## src/rtl/zbc_clmul_seq.sv

```systemverilog
// Iterative carry-less multiplier for Zbc (clmul, clmulh, clmulr).
// Retires BITSPERCYCLE multiplier bits per cycle into a 2*XLEN accumulator.
module zbc_clmul_seq #(
  parameter int XLEN         = 64,
  parameter int BITSPERCYCLE = 4
) (
  input  logic            clk,
  input  logic            reset,
  input  logic            StartE,
  input  logic [1:0]      ZBCOpE,
  input  logic [XLEN-1:0] AE,
  input  logic [XLEN-1:0] BE,
  input  logic            StallE,
  input  logic            FlushE,
  output logic            ZBCBusyE,
  output logic            ZBCDoneE,
  output logic [XLEN-1:0] ZBCResultE
);

  localparam int N  = XLEN / BITSPERCYCLE;
  localparam int CW = (N > 1) ? $clog2(N) : 1;

  typedef enum logic [1:0] {IDLE, BUSY, DONE} stateT;

  stateT             state, nextState;
  logic [CW-1:0]     count;
  logic [2*XLEN-1:0] aShift, acc, accNext;
  logic [XLEN-1:0]   bShift;
  logic [1:0]        op;
  logic [XLEN-1:0]   resultSel, result;
  logic              start, lastCycle;

  assign start     = StartE & ~FlushE;
  assign lastCycle = (count == CW'(N - 1));

  always_ff @(posedge clk) begin
    if (reset) state <= IDLE;
    else       state <= nextState;
  end

  // NOTE: every output of this block gets a default first so no path leaves it unassigned (no latch).
  always_comb begin
    nextState = state;
    ZBCBusyE  = 1'b0;
    case (state)
      IDLE: begin
        ZBCBusyE = start;
        if (start) nextState = BUSY;
      end
      BUSY: begin
        ZBCBusyE = 1'b1;
        if (FlushE)         nextState = IDLE;
        else if (lastCycle) nextState = DONE;
      end
      DONE: begin
        if (FlushE || !StallE) nextState = IDLE;
      end
      default: nextState = IDLE;
    endcase
  end

  // Multiplicand is pre-shifted so bit j of the slice always weights aShift << j.
  always_comb begin
    accNext = acc;
    for (int j = 0; j < BITSPERCYCLE; j++) begin
      if (bShift[j]) accNext = accNext ^ (aShift << j);
    end
  end

  // Last-cycle product is accNext, so the result register loads without an extra cycle.
  always_comb begin
    case (op)
      2'b11:   resultSel = accNext[2*XLEN-1:XLEN];
      2'b10:   resultSel = accNext[2*XLEN-2:XLEN-1];
      default: resultSel = accNext[XLEN-1:0];
    endcase
  end

  // NOTE: sequential state uses non-blocking assignments so every register samples pre-edge values.
  always_ff @(posedge clk) begin
    if (reset) begin
      count  <= '0;
      acc    <= '0;
      aShift <= '0;
      bShift <= '0;
      op     <= 2'b00;
      result <= '0;
    end else begin
      case (state)
        IDLE: if (start) begin
          aShift <= {{XLEN{1'b0}}, AE};
          bShift <= BE;
          op     <= ZBCOpE;
          acc    <= '0;
          count  <= '0;
        end
        BUSY: begin
          acc    <= accNext;
          aShift <= aShift << BITSPERCYCLE;
          bShift <= bShift >> BITSPERCYCLE;
          count  <= count + CW'(1);
          if (lastCycle) result <= resultSel;
        end
        default: ;
      endcase
    end
  end

  assign ZBCDoneE   = (state == DONE);
  assign ZBCResultE = result;

endmodule
```

## config.mk

```make
export PLATFORM = sky130hd
export DESIGN_NAME = zbc_clmul_seq
export DESIGN_NICKNAME = d
export VERILOG_FILES = /design/src/rtl/zbc_clmul_seq.sv
export SDC_FILE = /design/constraint.sdc
export NUM_CORES = 1
export LEC_CHECK = 0
export CAP_MARGIN = 5
export CORE_MARGIN = 8
export CORE_UTILIZATION = 25
export DETAILED_ROUTE_END_ITERATION = 16
export GPL_ROUTABILITY_DRIVEN = 1
export GPL_TIMING_DRIVEN = 0
export SYNTH_ARGS = -nofsm -noshare
export SYNTH_HDL_FRONTEND = slang
export SYNTH_SLANG_ARGS = --single-unit
```

## constraint.sdc

```tcl
create_clock -name clk -period 2.8 [get_ports clk]
set_input_delay 0.28 -clock clk [delete_from_list [all_inputs] [get_ports clk]]
set_output_delay 0.28 -clock clk [all_outputs]
set_load 0.005 [all_outputs]
```

==> results.md <==
* Ys flop type: dfxtp_1
* Final slew viol count at 0
* Gpl congestion at 1.043
* Initial antenna violation count at 8
* Max_cap viols at 0
* Chip Height at about 340 µm
* Iter 0 DRT Violations at between 3000 and 4000
* Slew @ Worst Pin at 1.314 ns
* Root buf cell: clkbuf_16
* Post-synth EDFFs at 0
* CP Max Fanout at 10
* Post-synthesis net count at 3740
* Mapped Area at roughly 26000 µm²
* Die width at 339.4 µm
* Post-route ant nets at 0
* Type of origin of the critical path: register
* Mapped Cells at 3604
* Yosys cell types at around 80
* Number of cell rows at ~120
* Post-synth ARST share at 0%
* Buf/Inv on CP at 1
* Cell breakdown of the critical path: ha_1, nand3_1, nor2_4, nand2_1, clkbuf_2, a21oi_1, a22o_1
* PortBufs at 199
* Final worst setup slack at -0.1617 ns
* Yosys Warn Count at 0
* Vias in the first global route at 26270
* Routed len/inst at 26.54 µm
* Critical Path Max Stage Delay at 0.51 ns
* CP required at 3.36 ns
* Area occupied by multi-input gates at 17390 µm²
* Critical path depth at 7
* DIE AREA at ~120000 µm²
* Outcome: finished with violations
* CP max-delay cell: nor2_4
* Most frequent cells in the layout: 683 x nand2_1, 661 x nor2_1, 390 x dfxtp_1
* PwrDens at 494.7 nW/µm²
* CTS tree: yes
* Relative slew margins at 12.39%
* Sequential share of the synthesized area at 30.01%
* Met3 Track Usage GR at slightly below 8%
* Fin crit share at 105.8%
* DPL Wire Length at 101700 µm
* Worst-path clk slew at 0.06 ns
* Post-Route Utilization at 31.14%
* CTS Hold Buffers Added at 0
* CTS Buf Count at 49
* Grt met1 use at around 29%
* Global-route usage over all layers at 22.80%
* Vias per inst at roughly 5.4
* #FFs+latches synth at 392
* GRT Max-Usage Layer: met2
* # DRC at 0
* Seq. cell area at 7850 µm²
* Synth area leaders: dfxtp_1 30%, nand2_1 9.8%, nor2_1 9.5%
* Violated checks: negative setup slack
* Pin count of the biggest net entering global routing at 20
* Period minus WS final at 2.962 ns
* Setup violators final at 53
* Total global routing overflow at 0
* Final Net Count at 3988
* Achievable frequency at 337.6 MHz
* Largest area contributor in the netlist: dfxtp_1
* Clock sink count at 392
* Post-DP Area at 29900 µm²
* Synthesized area per cell at between 7 and 8 µm²
* Crit path max-delay family: simple AND/OR/NAND/NOR gates
* Clock buffer depth at 3
* RSZ-0062 raised after global routing: true
* Skew-Pair Late Insertion Delay at 0.63 ns
* Yosys top cell area share at between 30 and 40%
* Initial core utilization at between 20% and 30%
* R2r startpoint: count[0]
* Worst hold path type: primary input to register
* Final hold vios at 0
* CORE AREA at 103600 µm²
* IO Count at 201
* Hold Path Depth at 3
* VDD IR-drop max at 385.2 µV
* Met2 usage at 33.48%
* FF-to-FF path depth at 7
* Final WL at 139900 µm
* H-tree depth at 2
* Worst EP arrival at 3.52 ns
* Commonest non-fill, non-tap cell in the layout: nand2_1
* P_leak at 11.35 nW
* Hold path start: BE[62]
* Via count at roughly 29000
* Final Cell Area at 32280 µm²
* First-pass DRT Iterations at 8
* Nature of the critical path endpoint: register
* Growth of design area from synthesis to finish at 23.44%
* Final Skew at around 0.024 ns
* First-pass GRT wire length at ~190000 µm
* Worst Setup Path Type: register to register
* Crit path launch: count[0]
* Number of fill cells at 11270
* Layout cell share with drive strength beyond 1 at 7.663%
## cell usage after synthesis, drive strengths merged, types with 17 or more instances
cell,n
nand4,18
xor2,196
nor2,664
xnor3,37
xnor2,259
dfxtp,392
and2,19
nor4,134
a31oi,25
or3,20
a21oi,176
clkbuf,177
a211oi,17
nor3,39
o21ai,162
a311oi,27
nand3,129
a22oi,84
mux2i,22
nand2b,19
buf,95
nand2,688
## final timing paths
| path | to | slack, ns |
|---|---|---|
| max reg2reg | ZBCResultE[44] | -0.16 |
| max | ZBCResultE[44] | -0.16 |
| min | bShift[62] | 0.21 |
| min reg2reg | ZBCResultE[1] | 0.45 |
## flip-flops by register name, indices dropped and copies added (netlist names)
signal,count
ZBCResultE,64
aShift,128
acc,128
bShift,64
count,4
op,2
state,2
## cell families after synthesis
| family | count (synthesis) | share of synthesized area (%) |
|---|---|---|
| buf+inv | 281 | 4.934 |
| mux | 27 | 1.058 |
| xor+xnor | 504 | 19.82 |
| flops | 392 | 30.01 |
| simple gates | 1792 | 29.43 |
| fa+ha+maj | 1 | 0.04785 |
| compound gates | 607 | 14.69 |
## metrics by stage
stage / instances / setup WS, ns / hold WS [ns] / power [mW] / TNS (ns)
6_report: 5272 / -0.1617 / 0.2108 / 15.97 / -2.842
5_1_grt: 5269 / -0.03033 / 0.2251 / 16.24 / -0.05338
4_1_cts: 5268 / -0.1012 / 0.1927 / 15.75 / -0.1012
3_5_place_dp: 5185 / -1.526 / 0.4452 / 8.798 / -173.86
3_3_place_gp: 5183 / -1.644 / 0.4355 / 8.783 / -195.40
2_1_floorplan: 3604 / 0.8959 / 0.3587 / 7.422 / 0
## where the power goes
group	leakage (nW)	internal (mW)	switching, mW
sequential	3.19	5.76	0.241
clock	0.851	4.16	2.88
combinational	7.32	0.892	2.04
## routing by layer
layer,vias up,wire [µm]
met5,-,81
met2,1905,56510
li1,12720,-
met3,448,18260
met4,8,9788
met1,13620,55300
## final cells by class
cell class	instances	area share, %
Antenna cell	3	0.02326
Buffer	267	4.729
Inverter	9	0.1163
Sequential cell	392	24.32
Timing Repair Buffer	202	6.276
Clock inverter	20	0.9459
Multi-Input combinational cell	2931	53.87
Clock buffer	68	4.365
Tap cell	1380	5.350
## worst min-delay path, cell delays in order
cell	delay, ns
clkdlybuf4s50_1	0.40
nand2_1	0.06
a21oi_1	0.05
## repair_timing
action	CTS	global route
buffers inserted	0	1
endpoints found under the setup margin	378	181
pin swaps	3	5
resized for setup	142	61
(Power assumes the default switching activity.)
